## src/rtl/vga_fb_arbiter.sv

```systemverilog
// ---------------------------------------------------------------------------
// vga_fb_arbiter
//
// Purpose:
//    Owns the single-port framebuffer RAM behind the VGA pixel pipeline and
//    shares it between three users, in strict priority order:
//       1. display scanout reads (hard real time, phase-0 slots only),
//       2. the built-in clear-screen sequencer,
//       3. the drawing-engine writer (req/ack handshake).
//    Every cycle is one RAM slot. The RAM interface is fully registered.
//
// Ports:
//    board_clock   system clock, all logic on the rising edge
//    reset         synchronous, active-high reset
//    disp_active   visible-area flag from the VGA timing generator
//    disp_addr     scanout read address, sampled on phase-0 cycles
//    pix_phase     slot phase, toggles every cycle after reset
//    disp_data     scanout pixel, held between reads
//    disp_valid    one-cycle pulse qualifying disp_data (3 cycles after slot)
//    wr_req        writer request, held with stable addr/data until wr_ack
//    wr_addr       writer address
//    wr_data       writer data
//    wr_ack        one-cycle pulse, the write is on the RAM port this cycle
//    clr_start     pulse that starts a clear (ignored while clearing)
//    clr_color     fill value, latched when clr_start is accepted
//    clr_busy      high while a clear is in progress
//    mem_addr      registered RAM address
//    mem_wdata     registered RAM write data
//    mem_we        registered RAM write enable
//    mem_rdata     RAM read data, one cycle after the address
// ---------------------------------------------------------------------------
module vga_fb_arbiter #(
   parameter int ADDR_W   = 17,
   parameter int DATA_W   = 8,
   parameter int FB_DEPTH = 76800
) (
   input  logic              board_clock,
   input  logic              reset,
   input  logic              disp_active,
   input  logic [ADDR_W-1:0] disp_addr,
   output logic              pix_phase,
   output logic [DATA_W-1:0] disp_data,
   output logic              disp_valid,
   input  logic              wr_req,
   input  logic [ADDR_W-1:0] wr_addr,
   input  logic [DATA_W-1:0] wr_data,
   output logic              wr_ack,
   input  logic              clr_start,
   input  logic [DATA_W-1:0] clr_color,
   output logic              clr_busy,
   output logic [ADDR_W-1:0] mem_addr,
   output logic [DATA_W-1:0] mem_wdata,
   output logic              mem_we,
   input  logic [DATA_W-1:0] mem_rdata
);

   typedef enum logic [0:0] {
      IDLE  = 1'b0,
      CLEAR = 1'b1
   } state_t;

   typedef enum logic [1:0] {
      SLOT_NONE  = 2'd0,
      SLOT_DISP  = 2'd1,
      SLOT_CLEAR = 2'd2,
      SLOT_WRITE = 2'd3
   } slot_t;

   localparam logic [ADDR_W-1:0] LAST_ADDR = ADDR_W'(FB_DEPTH - 1);

   state_t            state;
   slot_t             slot;
   logic [ADDR_W-1:0] clr_cnt;
   logic [DATA_W-1:0] clr_color_q;
   logic              rd_issued;
   logic              rd_pending;

   // Decide who owns the RAM port for the slot registered at the end of
   // this cycle. Display only gets phase-0 cycles so the odd cycles are
   // always available to the clear sequencer or the writer, even in active
   // video. The writer is refused while its previous ack is still on the
   // wire so a writer that has not yet dropped wr_req cannot be written
   // twice, and a clr_start arriving in the same idle cycle takes
   // precedence over it.
   always_comb begin
      slot = SLOT_NONE;
      if (!pix_phase && disp_active) begin
         slot = SLOT_DISP;
      end else if (state == CLEAR) begin
         slot = SLOT_CLEAR;
      end else if (wr_req && !wr_ack && !clr_start) begin
         slot = SLOT_WRITE;
      end
   end

   // Main arbiter state machine. All RAM-side signals and the handshake
   // outputs are registered here, so the chosen slot appears on the RAM
   // port one cycle after the decision. mem_addr and mem_wdata simply hold
   // when nobody uses the slot. clr_busy is raised together with the move
   // into CLEAR and is only dropped one idle cycle after leaving CLEAR,
   // which makes it fall the cycle after the final clear write is on the
   // RAM port. The clear counter wraps back to zero on the last address
   // so it never holds a value outside the framebuffer.
   always_ff @(posedge board_clock) begin
      if (reset) begin
         state       <= IDLE;
         pix_phase   <= 1'b0;
         mem_addr    <= '0;
         mem_wdata   <= '0;
         mem_we      <= 1'b0;
         wr_ack      <= 1'b0;
         rd_issued   <= 1'b0;
         clr_busy    <= 1'b0;
         clr_cnt     <= '0;
         clr_color_q <= '0;
      end else begin
         pix_phase <= ~pix_phase;
         mem_we    <= 1'b0;
         wr_ack    <= 1'b0;
         rd_issued <= 1'b0;

         case (slot)
            SLOT_DISP: begin
               mem_addr  <= disp_addr;
               rd_issued <= 1'b1;
            end
            SLOT_CLEAR: begin
               mem_addr  <= clr_cnt;
               mem_wdata <= clr_color_q;
               mem_we    <= 1'b1;
            end
            SLOT_WRITE: begin
               mem_addr  <= wr_addr;
               mem_wdata <= wr_data;
               mem_we    <= 1'b1;
               wr_ack    <= 1'b1;
            end
            default: begin
            end
         endcase

         case (state)
            IDLE: begin
               if (clr_start) begin
                  state       <= CLEAR;
                  clr_color_q <= clr_color;
                  clr_cnt     <= '0;
                  clr_busy    <= 1'b1;
               end else begin
                  clr_busy <= 1'b0;
               end
            end
            CLEAR: begin
               if (slot == SLOT_CLEAR) begin
                  if (clr_cnt == LAST_ADDR) begin
                     state   <= IDLE;
                     clr_cnt <= '0;
                  end else begin
                     clr_cnt <= clr_cnt + 1'b1;
                  end
               end
            end
            default: begin
               state <= IDLE;
            end
         endcase
      end
   end

   // Scanout return path. rd_issued marks the cycle the read address is on
   // the RAM port, rd_pending the cycle the RAM returns the pixel, which is
   // then captured so disp_data/disp_valid land exactly three cycles after
   // the display slot. disp_data holds between reads.
   always_ff @(posedge board_clock) begin
      if (reset) begin
         rd_pending <= 1'b0;
         disp_valid <= 1'b0;
         disp_data  <= '0;
      end else begin
         rd_pending <= rd_issued;
         disp_valid <= rd_pending;
         if (rd_pending) begin
            disp_data <= mem_rdata;
         end
      end
   end

endmodule

```

## config.mk

```make
export PLATFORM = sky130hd
export DESIGN_NAME = vga_fb_arbiter
export DESIGN_NICKNAME = d
export VERILOG_FILES = /design/src/rtl/vga_fb_arbiter.sv
export SDC_FILE = /design/constraint.sdc
export NUM_CORES = 1
export LEC_CHECK = 0
export CAP_MARGIN = 5
export CORE_ASPECT_RATIO = 1.4
export CORE_MARGIN = 2
export CORE_UTILIZATION = 42
export CTS_BUF_LIST = sky130_fd_sc_hd__clkbuf_8
export CTS_CLUSTER_SIZE = 30
export DETAILED_ROUTE_END_ITERATION = 10
export GPL_ROUTABILITY_DRIVEN = 0
export PLACE_DENSITY_LB_ADDON = 0.3
export SLEW_MARGIN = 20
export SYNTH_ARGS = -nofsm -noshare
export SYNTH_HDL_FRONTEND = slang
export SYNTH_SLANG_ARGS = --single-unit
```

## constraint.sdc

```tcl
create_clock -name board_clock -period 1.5 [get_ports board_clock]
set_input_delay 0.3 -clock board_clock [delete_from_list [all_inputs] [get_ports board_clock]]
set_output_delay 0.3 -clock board_clock [all_outputs]
set_load 0.03 [all_outputs]
```

==> run_results.csv, run 1 <==
group,metric,value,unit
yosys,seq_area_frac_synth,45.5,%
clock_tree,cts_tree,"built",
clock_tree,postCtsHoldBufs,0,
pwr,power_switching,1.25,mW
timing,worstMarginPinSlew,0.463,ns
critical_path,cpPeakStageDelay,0.41,ns
placement,placed_cells,564,
clock_tree,htreeDepth,3,
global_route,grt_max_degree,42,
yosys,netlist_area,2910,um^2
timing,slew_violations,0,
pwr,p_comb_share,22.0,%
pwr,clkPwrFrac,35.4,%
clock_tree,clkTransAtPathRegs,0.07,ns
detailed_routing,firstDrtPassIters,4,
critical_path,worstPathBufferInverterCount,1,
critical_path,path_cells,"ha_4 -> nand3_4 -> nor3_4 -> a211oi_4 -> buf_6 -> a21oi_2 -> o21ai_1",
clock_tree,cts-root-buf,"clkbuf_8",
final_layout,mostFrequentLayoutCells,"clkdlybuf4s50_1 (59), dfxtp_1 (58), nor2_1 (45)",
pwr,p_int,3.23,mW
global_route,grtUsageTotal,23.1,%
final_layout,fin_nets,551,
clock_tree,cts.path.max_buffers,2,
critical_path,cp.required,1.76,ns
floorplan,die_area,7610,um^2
critical_path,cp_max_fo,7,
clock_tree,cts_buffers,9,
final_layout,area_growth,66.6,%
placement,port_buffers,100,
yosys,syn-num-nets,415,
floorplan,die_y,102,um
detailed_routing,vias,3149,
global_route,grt_pass1_vias,2952,
floorplan,io_pins,101,
final_layout,final_common_cell,"clkdlybuf4s50_1",
yosys,ys_seq_elements,66,
pwr,seqPwrFrac,42.5,%
clock_tree,clkSinkCount,66,
timing,relSlewSlack,69.1,%
timing,final_hold_viol_count,0,
timing,setup_ws,-0.0920,ns
final_layout,drive_gt1_share,25.2,%
timing,setup-tns-final,-1.10,ns
detailed_routing,drcViolationCount,0,
pwr,total_power,4.48,mW
outcome,violations,"setup timing",
placement,dp_hpwl,5.96,mm
placement,post-place-ws,-0.490,ns
yosys,synthArstFlopShare,0,%
yosys,synth_edf_count,0,
floorplan,core,6660,um^2
critical_path,critPathCaptureType,"register",
yosys,syn_inst,351,
timing,finClkSkew,0.00706,ns
timing,min_period_over_period,106,%
yosys,synth_ff_type,"dfxtp_1",
final_layout,final_cells,584,
timing,setup_violations,27,
floorplan,start_util,43.7,%
critical_path,crit_type,"register to register",
critical_path,worstPathArrival,1.85,ns
global_route,grt_overflow,0,
yosys,synth_area_per_cell,8.28,um^2
final_layout,n_antenna_cell,0,
floorplan,die_x,74.3,um
critical_path,slowest_stage,"a211oi_4",
detailed_routing,finalWirelength,9.43,mm
detailed_routing,via_per_inst,5.39,
yosys,synth.distinct_cells,48,
timing,hold_ws,0.432,ns
min_path,hp-class,"register to register",
final_layout,design_area,4840,um^2
pwr,peakVddDrop,733,uV
outcome,outcome,"finished, violations left",
detailed_routing,drtIter0Drc,170,
global_route,grt_pass1_wl,13.6,mm
placement,placed_area,4290,um^2
timing,rsz0062_at_grt,"yes",
detailed_routing,antenna_left,0,
detailed_routing,wl_per_cell,16.1,um
floorplan,row_count,35,
job,max_cap_violations,0,
timing,max_freq,628,MHz
critical_path,cp_top_family,"compound AO/OA/AOI/OAI gates",
timing,finalCriticalPeriod,1.59,ns
pwr,p_leak,2.02,nW
final_layout,final_util,72.8,%
pwr,power.density,925,nW/um^2
critical_path,startpoint_type,"register",
global_route,antenna_found_initial,0,
yosys,yosys_warnings,0,
pwr,switching_share,27.8,%
clock_tree,insertion_delay,0.34,ns
power by group through the flow:
| stage | registers (mW) | logic, mW | clock network (mW) |
|---|---|---|---|
| final | 1.91 | 0.987 | 1.59 |
| after global routing | 1.91 | 1.06 | 1.68 |
| after CTS | 1.90 | 0.897 | 1.59 |
| after detailed placement | 1.94 | 0.917 | 0 |
| after global placement | 1.94 | 0.905 | 0 |
| after floorplan | 2.09 | 0.318 | 0 |
path summary, 6_finish.rpt:
path | depth (start not counted) | startpoint | slack (ns) | endpoint
setup reg to reg | 7 | clr_cnt[1] | -0.09 | clr_cnt[15]
hold reg to reg | 1 | pix_phase | 0.43 | pix_phase
setup / recovery | 7 | clr_cnt[1] | -0.09 | clr_cnt[15]
hold / removal | 1 | pix_phase | 0.43 | pix_phase
cell type report:
type                            count  area, um^2
Sequential cell                    66        1340
Timing Repair Buffer              150        1450
Clock buffer                        9         124
Clock inverter                      7        86.3
Tap cell                           92         115
Inverter                            3        11.3
Multi-Input combinational cell    257        1720
Fill cell                         506        1810
worst reg2reg max path: cells and delay by family (launching register included):
| kind | cells | cell delay [ns] |
|---|---|---|
| AOI/OAI and AO/OA | 3 | 0.64 |
| DFF | 1 | 0.34 |
| adders and majority gates | 1 | 0.17 |
| buffers and inverters | 1 | 0.19 |
| and+or+nand+nor | 2 | 0.17 |
cells in the mapped netlist, types with 3 or more instances:
cell / instances / share of area, %
o22ai_1: 24 / 5.2
nor2_1: 49 / 6.3
clkbuf_1: 10 / 1.3
buf_1: 5 / 0.65
dfxtp_1: 66 / 45
nor3_1: 23 / 4.0
a31oi_1: 3 / 0.65
buf_6: 3 / 1.2
a21oi_1: 17 / 2.9
nor2b_1: 5 / 1.1
o21ai_0: 23 / 4.0
nand3b_1: 3 / 0.77
mux2i_1: 10 / 3.4
nand4_1: 6 / 1.3
nand2_1: 47 / 6.1
and3_1: 3 / 0.65
a211oi_1: 8 / 2.1
buf_2: 5 / 0.86
inv_1: 3 / 0.39
nand3_1: 5 / 0.86
cells by family after synthesis:
kind of cell               share of synthesized area (%)
AOI/OAI and AO/OA                                   19.5
and+or+nand+nor                                     25.6
muxes                                               3.83
buffers and inverters                               5.21
DFF                                                 45.5
adders and majority gates                          0.430
state kept, by name (all words and copies together), names as in the netlist:
| signal | count |
|---|---|
| disp_data | 8 |
| wr_ack | 1 |
| rd_issued | 1 |
| disp_valid | 1 |
| pix_phase | 1 |
| clr_color_q | 8 |
| state | 1 |
| mem_wdata | 8 |
| mem_we | 1 |
| clr_cnt | 17 |
| rd_pending | 1 |
| clr_busy | 1 |
| mem_addr | 17 |
per-layer routing:
| layer | part of all wire (%) | wire, um | global-route usage, % |
|---|---|---|---|
| met3 | 5.0 | 468 | 5.13 |
| met5 | 0 | 0 | 0 |
| met2 | 53 | 5000 | 40.2 |
| met1 | 40 | 3750 | 27.3 |
| met4 | 2.3 | 213 | 8.79 |
timing repair:
item,in CTS,in global routing
buffers inserted,0,1
gates cloned,0,3
gates resized for setup,60,55
endpoints found under the setup margin,73,40
pin swaps,2,19
Power figures use the tool's default switching activity.
==> run 2, diff against run 1 <==
- CTS_CLUSTER_DIAMETER: not set -> 80
==> results of run 2 <==
No change in the layout: final DEF, timing and power equal those of run 1.
